===== src/rtl/acc_seq_if.sv =====
// Bus bundle between the frame sequencer, its upstream sample stream,
// the external accumulator and the downstream result stream.
// The slave view belongs to acc_seq; the master view is the surrounding
// environment (sample source, accumulator, result sink).
interface acc_seq_if #(
  parameter int DIN_WIDTH  = 16,
  parameter int DOUT_WIDTH = 32
);
  // upstream sample stream
  logic [DIN_WIDTH-1:0]  s_tdata;
  logic                  s_tvalid;
  logic                  s_tready;
  // external accumulator control and result
  logic [DIN_WIDTH-1:0]  acc_din;
  logic                  acc_en;
  logic                  acc_last;
  logic                  acc_rst;
  logic [DOUT_WIDTH-1:0] acc_dout;
  logic                  acc_dout_valid;
  // downstream result stream
  logic [DOUT_WIDTH-1:0] m_tdata;
  logic                  m_tvalid;
  logic                  m_tready;

  modport slave (
    input  s_tdata, s_tvalid, acc_dout, acc_dout_valid, m_tready,
    output s_tready, acc_din, acc_en, acc_last, acc_rst, m_tdata, m_tvalid
  );

  modport master (
    output s_tdata, s_tvalid, acc_dout, acc_dout_valid, m_tready,
    input  s_tready, acc_din, acc_en, acc_last, acc_rst, m_tdata, m_tvalid
  );
endinterface


===== src/rtl/acc_seq.sv =====
// Frame sequencer for an external accumulator: feeds N_SAMPLES signed
// samples per frame, flags the last one, waits a bounded time for the
// accumulator result, then hands the result downstream with backpressure.
module acc_seq #(
  parameter int DIN_WIDTH  = 16,
  parameter int DOUT_WIDTH = 32,
  parameter int N_SAMPLES  = 16,
  parameter int TIMEOUT    = 4
) (
  input  logic        clk,
  input  logic        rst_n,
  input  logic        clear,
  acc_seq_if.slave    bus,
  output logic        err,
  output logic [15:0] frame_cnt
);

  localparam int CNT_W  = $clog2(N_SAMPLES);
  localparam int WCNT_W = (TIMEOUT > 1) ? $clog2(TIMEOUT) : 1;

  typedef enum logic [1:0] {
    ACCUM = 2'd0,
    WAIT  = 2'd1,
    OUT   = 2'd2
  } state_t;

  state_t                state_r, state_s;
  logic [CNT_W-1:0]      cnt_r, cnt_s;
  logic [WCNT_W-1:0]     wcnt_r, wcnt_s;
  logic [DOUT_WIDTH-1:0] m_tdata_r, m_tdata_s;
  logic                  m_tvalid_r, m_tvalid_s;
  logic                  err_r, err_s;
  logic [15:0]           frame_cnt_r, frame_cnt_s;

  logic [DIN_WIDTH-1:0]  sample_s;
  logic                  s_tready_s;
  logic                  accept_s;
  logic                  last_cnt_s;

  // Handshake decode: ready only in ACCUM, and never while reset or an
  // abort is in progress so no sample is taken that the frame would lose.
  always_comb begin
    sample_s   = bus.s_tdata;
    s_tready_s = rst_n & ~clear & (state_r == ACCUM);
    accept_s   = bus.s_tvalid & s_tready_s;
    last_cnt_s = (cnt_r == CNT_W'(N_SAMPLES - 1));
  end

  assign bus.s_tready = s_tready_s;
  assign bus.acc_din  = sample_s;
  assign bus.acc_en   = accept_s & ~last_cnt_s;
  assign bus.acc_last = accept_s & last_cnt_s;
  assign bus.acc_rst  = clear | ~rst_n;
  assign bus.m_tdata  = m_tdata_r;
  assign bus.m_tvalid = m_tvalid_r;
  assign err          = err_r;
  assign frame_cnt    = frame_cnt_r;

  // Next-state and next-register values; abort overrides every state.
  always_comb begin
    state_s     = state_r;
    cnt_s       = cnt_r;
    wcnt_s      = wcnt_r;
    m_tdata_s   = m_tdata_r;
    m_tvalid_s  = m_tvalid_r;
    err_s       = err_r;
    frame_cnt_s = frame_cnt_r;
    if (clear) begin
      state_s    = ACCUM;
      cnt_s      = CNT_W'(0);
      wcnt_s     = WCNT_W'(0);
      m_tvalid_s = 1'b0;
    end else begin
      case (state_r)
        ACCUM: begin
          wcnt_s = WCNT_W'(0);
          if (accept_s) begin
            if (last_cnt_s) begin
              cnt_s   = CNT_W'(0);
              state_s = WAIT;
            end else begin
              cnt_s = cnt_r + CNT_W'(1);
            end
          end else begin
            cnt_s = cnt_r;
          end
        end
        WAIT: begin
          if (bus.acc_dout_valid) begin
            m_tdata_s  = bus.acc_dout;
            m_tvalid_s = 1'b1;
            wcnt_s     = WCNT_W'(0);
            state_s    = OUT;
          end else if (wcnt_r == WCNT_W'(TIMEOUT - 1)) begin
            err_s   = 1'b1;
            wcnt_s  = WCNT_W'(0);
            state_s = ACCUM;
          end else begin
            wcnt_s = wcnt_r + WCNT_W'(1);
          end
        end
        OUT: begin
          if (bus.m_tready) begin
            m_tvalid_s  = 1'b0;
            frame_cnt_s = frame_cnt_r + 16'd1;
            state_s     = ACCUM;
          end else begin
            state_s = OUT;
          end
        end
        default: begin
          state_s    = ACCUM;
          cnt_s      = CNT_W'(0);
          wcnt_s     = WCNT_W'(0);
          m_tvalid_s = 1'b0;
        end
      endcase
    end
  end

  // State and datapath registers with asynchronous reset.
  always_ff @(posedge clk or negedge rst_n) begin
    if (!rst_n) begin
      state_r     <= ACCUM;
      cnt_r       <= CNT_W'(0);
      wcnt_r      <= WCNT_W'(0);
      m_tdata_r   <= DOUT_WIDTH'(0);
      m_tvalid_r  <= 1'b0;
      err_r       <= 1'b0;
      frame_cnt_r <= 16'd0;
    end else begin
      state_r     <= state_s;
      cnt_r       <= cnt_s;
      wcnt_r      <= wcnt_s;
      m_tdata_r   <= m_tdata_s;
      m_tvalid_r  <= m_tvalid_s;
      err_r       <= err_s;
      frame_cnt_r <= frame_cnt_s;
    end
  end

endmodule

===== src/flat_wrapper.sv =====
// flat-port wrapper written by rule: the top's interface ports become plain ports
module acc_seq_flat 
#(
  parameter int DIN_WIDTH  = 16,
  parameter int DOUT_WIDTH = 32,
  parameter int N_SAMPLES  = 16,
  parameter int TIMEOUT    = 4
)
  (clk, rst_n, clear, err, frame_cnt, bus_s_tdata, bus_s_tvalid, bus_acc_dout, bus_acc_dout_valid, bus_m_tready, bus_s_tready, bus_acc_din, bus_acc_en, bus_acc_last, bus_acc_rst, bus_m_tdata, bus_m_tvalid);
  acc_seq_if #(.DIN_WIDTH(DIN_WIDTH), .DOUT_WIDTH(DOUT_WIDTH)) bus_i ();
  input  logic clk;
  input  logic rst_n;
  input  logic clear;
  output logic err;
  output logic [15:0] frame_cnt;
  input wire logic [$bits(bus_i.s_tdata)-1:0] bus_s_tdata;
  input wire logic [$bits(bus_i.s_tvalid)-1:0] bus_s_tvalid;
  input wire logic [$bits(bus_i.acc_dout)-1:0] bus_acc_dout;
  input wire logic [$bits(bus_i.acc_dout_valid)-1:0] bus_acc_dout_valid;
  input wire logic [$bits(bus_i.m_tready)-1:0] bus_m_tready;
  output wire logic [$bits(bus_i.s_tready)-1:0] bus_s_tready;
  output wire logic [$bits(bus_i.acc_din)-1:0] bus_acc_din;
  output wire logic [$bits(bus_i.acc_en)-1:0] bus_acc_en;
  output wire logic [$bits(bus_i.acc_last)-1:0] bus_acc_last;
  output wire logic [$bits(bus_i.acc_rst)-1:0] bus_acc_rst;
  output wire logic [$bits(bus_i.m_tdata)-1:0] bus_m_tdata;
  output wire logic [$bits(bus_i.m_tvalid)-1:0] bus_m_tvalid;
  assign bus_i.s_tdata = bus_s_tdata;
  assign bus_i.s_tvalid = bus_s_tvalid;
  assign bus_i.acc_dout = bus_acc_dout;
  assign bus_i.acc_dout_valid = bus_acc_dout_valid;
  assign bus_i.m_tready = bus_m_tready;
  assign bus_s_tready = bus_i.s_tready;
  assign bus_acc_din = bus_i.acc_din;
  assign bus_acc_en = bus_i.acc_en;
  assign bus_acc_last = bus_i.acc_last;
  assign bus_acc_rst = bus_i.acc_rst;
  assign bus_m_tdata = bus_i.m_tdata;
  assign bus_m_tvalid = bus_i.m_tvalid;
  acc_seq #(.DIN_WIDTH(DIN_WIDTH), .DOUT_WIDTH(DOUT_WIDTH), .N_SAMPLES(N_SAMPLES), .TIMEOUT(TIMEOUT)) u_core (.clk(clk), .rst_n(rst_n), .clear(clear), .bus(bus_i), .err(err), .frame_cnt(frame_cnt));
endmodule

===== config.mk =====
export PLATFORM = sky130hd
export DESIGN_NAME = acc_seq_flat
export DESIGN_NICKNAME = d
export VERILOG_FILES = /design/src/rtl/acc_seq_if.sv /design/src/rtl/acc_seq.sv /design/src/flat_wrapper.sv
export SDC_FILE = /design/constraint.sdc
export NUM_CORES = 1
export LEC_CHECK = 0
export CAP_MARGIN = 20
export CORE_MARGIN = 4
export CORE_UTILIZATION = 37
export CTS_CLUSTER_DIAMETER = 120
export DETAILED_ROUTE_END_ITERATION = 16
export PLACE_DENSITY = 0.78
export SYNTH_ARGS = -nofsm -noshare
export SYNTH_HDL_FRONTEND = slang
export SYNTH_SLANG_ARGS = --single-unit

===== constraint.sdc =====
create_clock -name clk -period 1.55 [get_ports clk]
set_input_delay 0.2325 -clock clk [delete_from_list [all_inputs] [get_ports clk]]
set_output_delay 0.2325 -clock clk [all_outputs]
set_load 0.03 [all_outputs]

Word-level counts from Yosys, hierarchy flattened
Cells that the tools add are included.
W data, S select, Z words.
- flip-flop bits (word level): 58
- input port bits: 54
- output and inout bits: 70
- word-level logic and storage cells: 59
- add/sub/neg operators: 3
- equality and inequality tests: 12
- multiplexer cells: 19
- bitwise operators: 10
- reduce and logical (&&, ||, !) cells: 8
- operators with widths (cell ; count):
    $mux W2 ; 9
    $add A16 B1 Y16 const B ; 1
    $mux W4 ; 3
    $reduce_and A3 Y1 ; 4
    $pmux W4 S2 ; 1
    $ne A3 B2 Y1 const B ; 2
    $ne A3 B3 Y1 const B ; 2
    $pmux W2 S3 ; 1
    $and A1 B1 Y1 ; 5
    $add A4 B1 Y4 const B ; 1
    $eq A2 B2 Y1 const B ; 2
    $eq A4 B4 Y1 const B ; 1
    $ne A2 B2 Y1 const B ; 2
    $ne A4 B3 Y1 const B ; 1
    $not A1 Y1 ; 4
    $pmux W2 S2 ; 1
    $reduce_and A4 Y1 ; 1
    $mux W1 ; 3
    $pmux W1 S3 ; 1
    $add A2 B1 Y2 const B ; 1
    $eq A2 B1 Y1 const B ; 1
    $logic_not A2 Y1 ; 1
    $ne A2 B1 Y1 const B ; 1
    $reduce_and A2 Y1 ; 1
    other kinds (2) ; 2

Longest topological paths before layout
Gate-level depths: netlist (run 1).
- depth after elaboration: 7
- gate-level depth with buffers: 6
- depth with buffers taken out: 6

Worst setup path before layout (run 1)
No wires, ideal clock.
- path kind: register to output
- start: register u_core.state_r[0]
- end: output port bus_acc_last
- arrival time: 1.520 ns
- data required time: 1.317 ns
- path slack: -0.202 ns
- stages on the path, launching flop included: 5
- path buffers: 0
- path through: dfrtp_1 inv_1 ha_1 nand2b_1 nor3_1
- word-level cells in the longest chain between the ends: 4
- ends and longest elaborated chain (element ; RTL line ; text):
    from (decl) ; acc_seq.sv:27 ; state_t state_r, state_s;
    from (signal assigned) ; acc_seq.sv:132 ; state_r <= state_s;
    $logic_not A2 Y1 ; acc_seq.sv:44 ; s_tready_s = rst_n & ~clear & (state_r == ACCUM);
    $and A1 B1 Y1 ; acc_seq.sv:44 ;
    $and A1 B1 Y1 ; acc_seq.sv:45 ; accept_s = bus.s_tvalid & s_tready_s;
    $and A1 B1 Y1 ; acc_seq.sv:52 ; assign bus.acc_last = accept_s & last_cnt_s;
    to (decl) ; flat_wrapper.sv:24 ; output wire logic [$bits(bus_i.acc_last)-1:0] bus_acc_last;
Every way passes these cells.

Worst setup path after layout (run 1)
- start: register u_core.state_r[0]
- end: output port bus_acc_en
- word-level cells in the longest chain between the ends: 4
- ends and longest elaborated chain (element ; RTL line ; text):
    $logic_not A2 Y1 ; acc_seq.sv:44 ;
    $and A1 B1 Y1 ; acc_seq.sv:44 ;
    $and A1 B1 Y1 ; acc_seq.sv:45 ;
    $and A1 B1 Y1 ; acc_seq.sv:51 ; assign bus.acc_en = accept_s & ~last_cnt_s;
    to (decl) ; flat_wrapper.sv:23 ; output wire logic [$bits(bus_i.acc_en)-1:0] bus_acc_en;
Every way passes these cells.

==> results by group, run 1 <==
Placement
  – DP HPWL: 4390 µm
  – Routability cong.: between 0.7 and 0.8
  – Cells after DPL: a little over 400
  – Port bufs: between 90 and 100
  – DP Area: 0.00376 mm²

Synthesis
  – Most common cell in the netlist: dfrtp_1
  – Main synth FF type: dfrtp_1
  – Synth Instances: around 220
  – Syn_nets: 277
  – Asr flop ratio synth: 100%
  – Sequential area share after synthesis: 54.6%
  – Yosys warnings: 0
  – Synth top area share: 54.6%
  – Top cells by area, synth: dfrtp_1 55%, mux2_2 14%, buf_4 4.5%
  – Mean area per synthesized cell: around 12 µm²
  – Synth Register Bits: 58
  – Syn Std Cell Area: between 0.002 and 0.003 mm²
  – Post-synth EDFFs: 0
  – Synth cell types: 32
  – Area leader, netlist: dfrtp_1
  – Synth cell count leaders: 58 x dfrtp_1, 34 x mux2_2, 16 x buf_4, 11 x nand2_1, 11 x nand3_1

Floorplanning
  – # IOs: approximately 120
  – Chip Height: 92.7 µm
  – Width of the die: 92.7 µm
  – Core area: 0.00687 mm²
  – Row count: 30
  – Initial core utilization: between 30 and 40%
  – Die area: roughly 0.0086 mm²

Route
  – Metal3 WL: 482 µm
  – Via count: ~2,100
  – Metal1 wirelength: 2990 µm
  – Top Layer Used: met4
  – Drt pass-1 iters: 4
  – Routed wl met2: roughly 3200 µm
  – Vias per std cell: 4.69
  – Drt drc: 0
  – ANT nets after route: 0
  – Drt wl/cell: ~15 µm
  – Routed wire length: 6800 µm
  – Iter 0 DRT Violations: 54

Global routing
  – Vias in the first global route: 2,197
  – GRT overflow: 0
  – Largest net degree at the start of global routing: 50
  – GRT Total Usage: 15.7%
  – First-pass GRT wire length: 10,700 µm
  – Initial antenna violation count: 0

Clock tree
  – H-tree depth: 3
  – Root Buffer: clkbuf_8
  – Clock sinks: 58
  – CTS tree: done
  – CTS Buffer Depth: 2
  – Total CTS buffers: 9
  – Clk slew on worst S/H paths: 0.07 ns
  – Worst skew pair latency: 0.32 ns

Worst setup path
  – Buf+Inv Stages, Crit Path: 2
  – CP max stage delay: 0.40 ns
  – WP data arrival: roughly 1.5 ns
  – Worst Setup Path Type: reg -> out
  – Setup crit end kind: output port
  – Cell family with most CP delay: flip-flops
  – Critical path, cell by cell: inv_2 > ha_4 > nor2b_4 > nand2_2 > nor2_2 > buf_6
  – Worst EP required: ~1.3 ns
  – Element type at the critical path start: register
  – FF-to-FF setup slack: -0.13 ns
  – Worst-path fanout max: 3
  – Slowest CP cell: dfrtp_1

Layout
  – Fill cells: 559
  – Syn-to-layout area delta: 65.3%
  – Layout cells sized above 1: a little under two fifths
  – Final Non-Filler Cells: 440
  – Sequential cell area: 0.00145 mm²
  – Diode count: 0
  – Multi-input gate area in the final layout: approximately 0.0014 mm²
  – Fin nets: 400
  – Fin area: 0.00439 mm²

Run status
  – Failing checks: setup timing
  – Status: finished, violations left

Pwr
  – Internal Power: 0.00232 W
  – Leak Pwr: 2.43 nW
  – Max IR drop VDD: 0.445 mV
  – Seq pwr share: 50.7%
  – Clock power share: 41.5%
  – Comb power frac: between 7 and 8%
  – Overall power: 0.00302 W
  – Sw power: 0.000701 W
  – Pwr Density: 689 mW/mm²
  – Sw Share: 23.2%

STA
  – Tmin final: approximately 1.7 ns
  – Max Slew Vio Count: 0
  – Fin Clk Skew: 0.00285 ns
  – # setup viols final: 46
  – PnR worst setup slack: -0.135 ns
  – Crit share post-route: 109%
  – Final Hold Fails: 0
  – Max Freq: approximately 600 MHz
  – Worst slew pin tran: between 0.6 and 0.7 ns
  – RSZ-0062 raised after global routing: yes
  – Max transition margin: 58.9%
  – Setup TNS: -3.42 ns

Flow run
  – Max-Cap Viols: 0

Hold path
  – HP Class: in -> async
## power by group through the flow
| stage | logic (W) | registers [W] | clock network (W) |
|---|---|---|---|
| 6_report | 0.000237 | 0.00153 | 0.00125 |
| 2_1_floorplan | 0.000118 | 0.00156 | 0 |
| 3_3_place_gp | 0.000198 | 0.00156 | 0 |
| 5_1_grt | 0.000257 | 0.00153 | 0.00137 |
| 3_5_place_dp | 0.000202 | 0.00156 | 0 |
| 4_1_cts | 0.000232 | 0.00153 | 0.00130 |
## logic make-up (layout without fill, tap and decap cells)
family,after synthesis,count (layout),share of synthesized area [%]
multiplexers,36,36,15.2
flip-flops,58,58,54.6
XOR/XNOR,15,15,4.95
buffers and inverters,24,152,5.79
AND/OR/NAND/NOR,62,62,13.0
adder cells (fa/ha/maj),7,7,3.30
AO/OA/AOI/OAI,14,14,3.11
## registers in the layout, indices dropped and copies added (netlist names)
name / flops
u_core.err: 1
u_core.frame_cnt: 16
u_core.wcnt_r: 2
u_core.cnt_r: 4
u_core.bus.m_tvalid: 1
u_core.state_r: 2
u_core.bus.m_tdata: 32
## final timing paths
kind                                         from                      to  depth (start not counted)
worst max register to register  u_core.state_r[0]     u_core.frame_cnt[9]                          7
worst min register to register         u_core.err              u_core.err                          1
min in group clk                            rst_n       u_core.state_r[0]                          5
worst max-delay path            u_core.state_r[0]              bus_acc_en                          6
worst min-delay path                        rst_n     u_core.frame_cnt[2]                          2
max in group asynchronous                   rst_n  u_core.bus.m_tdata[22]                          3
## worst reg2reg max path: cells and delay by family (launching register included)
kind | cells | cell delay (ns)
buf+inv | 2 | 0.22
flops | 1 | 0.40
simple gates | 3 | 0.71
xor+xnor | 1 | 0.15
fa+ha+maj | 1 | 0.14
## through the flow
stage | utilization [%] | hold WS [ns] | worst slack (ns)
after floorplan | - | -0.0631 | -0.102
after global placement | 54.8 | 0.231 | -0.350
after detailed placement | 54.8 | 0.230 | -0.408
after CTS | 61.6 | 0.103 | -0.136
after global routing | 63.9 | 0.132 | -0.222
final | 63.9 | 0.0740 | -0.135
## layout make-up
cell class                      count  share of cell area (%)
Clock inverter                      5                   0.655
Timing Repair Buffer              133                    28.6
Tap cell                           96                    2.74
Clock buffer                       11                    3.45
Inverter                            3                   0.256
Multi-Input combinational cell    134                    31.3
Sequential cell                    58                    33.1
## per-layer routing
metal  up-vias  track usage [%]
li1        979                -
met1       991             19.3
met2        75             25.5
met3        18             5.28
met4         0             6.23
met5         -                0
## layout by cell type, fill, tap and decap left out, types with 2 or more instances in the layout
cell type        count
a21o_1               3
a21oi_1              5
buf_16               2
buf_4               32
buf_6                9
clkbuf_8            11
clkdlybuf4s50_1     35
clkinv_2             4
dfrtp_1             58
dlygate4sd2_1       51
ha_1                 3
ha_4                 4
inv_2                2
mux2_4              33
mux2i_1              2
nand2_1              9
nand2_2              2
nand2b_1             2
nand3_1              6
nand3_2              4
nand4_1              4
nor2_1               8
nor2b_4              3
nor3_1               5
nor3_2               2
nor3_4               3
or3_4                2
xnor2_1              8
xor2_1               6
## what timing repair did
action	in CTS	in global routing
setup endpoints to repair	98	54
endpoints found under the hold margin	9	0
buffers inserted	11	1
pin swaps	12	9
gates resized for setup	102	31
hold buffers	1	0
gates cloned	2	1
No activity file was read; power rests on OpenSTA's default activity.
==> inputs of run 2 (changes only) <==
--- a/config.mk
+++ b/config.mk
@@ -5,7 +5,6 @@
 export SDC_FILE = /design/constraint.sdc
 export NUM_CORES = 1
 export LEC_CHECK = 0
-export CAP_MARGIN = 20
 export CORE_MARGIN = 4
 export CORE_UTILIZATION = 37
 export CTS_CLUSTER_DIAMETER = 120
==> results of run 2 <==
No change in the layout: final DEF, timing and power equal those of run 1.
==> inputs of run 3 (changes only) <==
--- a/config.mk
+++ b/config.mk
@@ -6,10 +6,11 @@
 export NUM_CORES = 1
 export LEC_CHECK = 0
 export CORE_MARGIN = 4
-export CORE_UTILIZATION = 37
+export CORE_UTILIZATION = 38
+export CTS_BUF_LIST = sky130_fd_sc_hd__clkbuf_8
 export CTS_CLUSTER_DIAMETER = 120
 export DETAILED_ROUTE_END_ITERATION = 16
-export PLACE_DENSITY = 0.78
+export PLACE_DENSITY = 0.8
 export SYNTH_ARGS = -nofsm -noshare
 export SYNTH_HDL_FRONTEND = slang
 export SYNTH_SLANG_ARGS = --single-unit
==> run 3 against run 2 <==
- the run still ends with setup timing left
- hold slack improved by 0.0031 ns
- first-iteration DRC count is 48% lower
- total power down 1.6%
- count of clock-buffer cells in the layout shrank 1
- worst setup slack lost 0.043 ns
- via count increased by 4.1%
- maximum frequency is 2.5% lower
- critical path depth up 1
- global-route usage grew 1.0 points
- sequential share of layout area increased by 0.25 points
- sequential power about the same
- clock power shrank 3%
- largest power group unchanged
==> results by group, run 3 (synthesis results as in run 1) <==
Run status
  – Failing checks: setup timing
  – Status: finished, violations left

Route
  – ANT nets after route: 0
  – Drt wl/cell: 15.4 µm
  – Drt drc: 0
  – Iter 0 DRT Violations: 28
  – Via count: between 2,000 and 2,500
  – Vias per std cell: 4.79
  – Routed wire length: 6880 µm
  – Drt pass-1 iters: 4

STA
  – # setup viols final: 47
  – Fin Clk Skew: 0.00577 ns
  – Max Slew Vio Count: 0
  – Max transition margin: 70.3%
  – PnR worst setup slack: -0.178 ns
  – Worst slew pin tran: 0.446 ns
  – Max Freq: 579 MHz
  – Final Hold Fails: 0
  – Hold slack: ~0.077 ns
  – Tmin final: 1.73 ns
  – RSZ-0062 raised after global routing: yes
  – Crit share post-route: 111%

Layout
  – Diode count: 0
  – Most frequent cells in the layout: 58 x dfrtp_1, 51 x dlygate4sd2_1, 40 x buf_4
  – Fill cells: 533
  – Max reg flops: 32
  – Most common cell after layout, fill and taps aside: dfrtp_1
  – Multi-input gate area in the final layout: between 0.001 and 0.0015 mm²
  – Fin area: 0.00436 mm²
  – Fin nets: 408
  – Layout cells sized above 1: between 30% and 40%
  – Core Util, Final: 64.1%
  – Sequential cell area: 0.00145 mm²
  – Syn-to-layout area delta: 64.1%

Worst setup path
  – Worst Setup Path Type: reg -> reg
  – FF-to-FF setup slack: -0.18 ns
  – Worst EP required: 1.80 ns
  – FF-to-FF path depth: 7
  – Element type at the critical path start: register
  – Setup crit end kind: register
  – Worst-path fanout max: 3
  – WP data arrival: approximately 2.0 ns
  – Worst R2R Start: u_core.state_r[0]
  – RR Endpoint: u_core.frame_cnt[9]

Clock tree
  – Worst skew pair latency: 0.32 ns
  – Total CTS buffers: 9
  – Root Buffer: clkbuf_8
  – CTS tree: done
  – Clock sinks: 58
  – H-tree depth: 3
  – Clk slew on worst S/H paths: 0.07 ns
  – CTS Buffer Depth: 2

Flow run
  – Max-Cap Viols: 0

Floorplanning
  – Core area: between 0.006 and 0.007 mm²
  – Die area: between 0.008 and 0.009 mm²
  – Initial core utilization: 39.1%
  – Width of the die: 91.6 µm
  – Chip Height: 91.6 µm
  – # IOs: 124
  – Row count: 30

Pwr
  – Max IR drop VDD: 0.454 mV
  – Pwr Density: just under 700 mW/mm²
  – Leak Pwr: 2.35 nW

Global routing
  – Largest net degree at the start of global routing: 36
  – Vias in the first global route: 2,318
  – GRT Total Usage: 16.7%
  – First-pass GRT wire length: ~11,000 µm
  – GRT overflow: 0
  – Initial antenna violation count: 0

Placement
  – DP Area: 0.00378 mm²
  – Port bufs: 91
  – Routability cong.: ~0.81
  – DP HPWL: between 4000 and 5000 µm

Hold path
  – HP Class: in -> async
==> run 3: worst max path at each step <==
stage / to / slack, ns / start
2_1_floorplan: u_core.frame_cnt[9] / -0.10 / u_core.state_r[0]
3_3_place_gp: u_core.state_r[1] / -0.24 / clear
3_5_place_dp: u_core.state_r[1] / -0.26 / clear
4_1_cts: u_core.frame_cnt[9] / -0.15 / u_core.state_r[0]
5_1_grt: u_core.frame_cnt[9] / -0.27 / u_core.state_r[0]
6_report: u_core.frame_cnt[9] / -0.18 / u_core.state_r[0]
==> run 3: stage by stage <==
stage	setup TNS (ns)	worst slack (ns)	total power (W)	cells
5_1_grt	-8.14	-0.269	0.00311	448
6_report	-4.75	-0.178	0.00298	448
3_5_place_dp	-8.73	-0.264	0.00176	411
3_3_place_gp	-7.91	-0.236	0.00175	411
4_1_cts	-4.88	-0.155	0.00301	446
2_1_floorplan	-0.280	-0.102	0.00167	216
==> run 3: worst max-delay path, cell delays in order, from the launching register on <==
cell and delay (ns):
dfrtp_1 0.42, inv_2 0.10, buf_6 0.10, ha_4 0.13
nand4b_4 0.12, or3_4 0.42, nor3_4 0.20, xor2_1 0.16
==> run 3: final cells by class <==
cell class | instances | area share [%]
timing repair buffer | 141 | 30.5
clock inverter | 6 | 0.775
inverter | 3 | 0.258
multi-input combinational | 134 | 29.3
clock buffer | 10 | 3.16
tap | 96 | 2.76
sequential | 58 | 33.3
==> run 3: metal layers <==
metal	track usage, %	wire length [µm]
met1	19.2	2700
met2	29.9	3700
met3	3.73	367
met4	6.66	102
met5	0	0
==> run 3: power breakdown <==
part	internal (W)	total, W	switching [W]	leakage [nW]
sequential	0.00152	0.00153	0.00000944	0.808
clock	0.000608	0.00121	0.000599	0.0892
combinational	0.000143	0.000237	0.0000944	1.45
total	0.00227	0.00298	0.000703	2.35
==> run 3: what timing repair did <==
item	4_1_cts	5_1_grt
buffers inserted	15	3
pin swaps	14	11
hold endpoints to repair	22	0
cloned	3	0
hold buffers	1	0
endpoints found under the setup margin	97	54
resized for setup	85	25
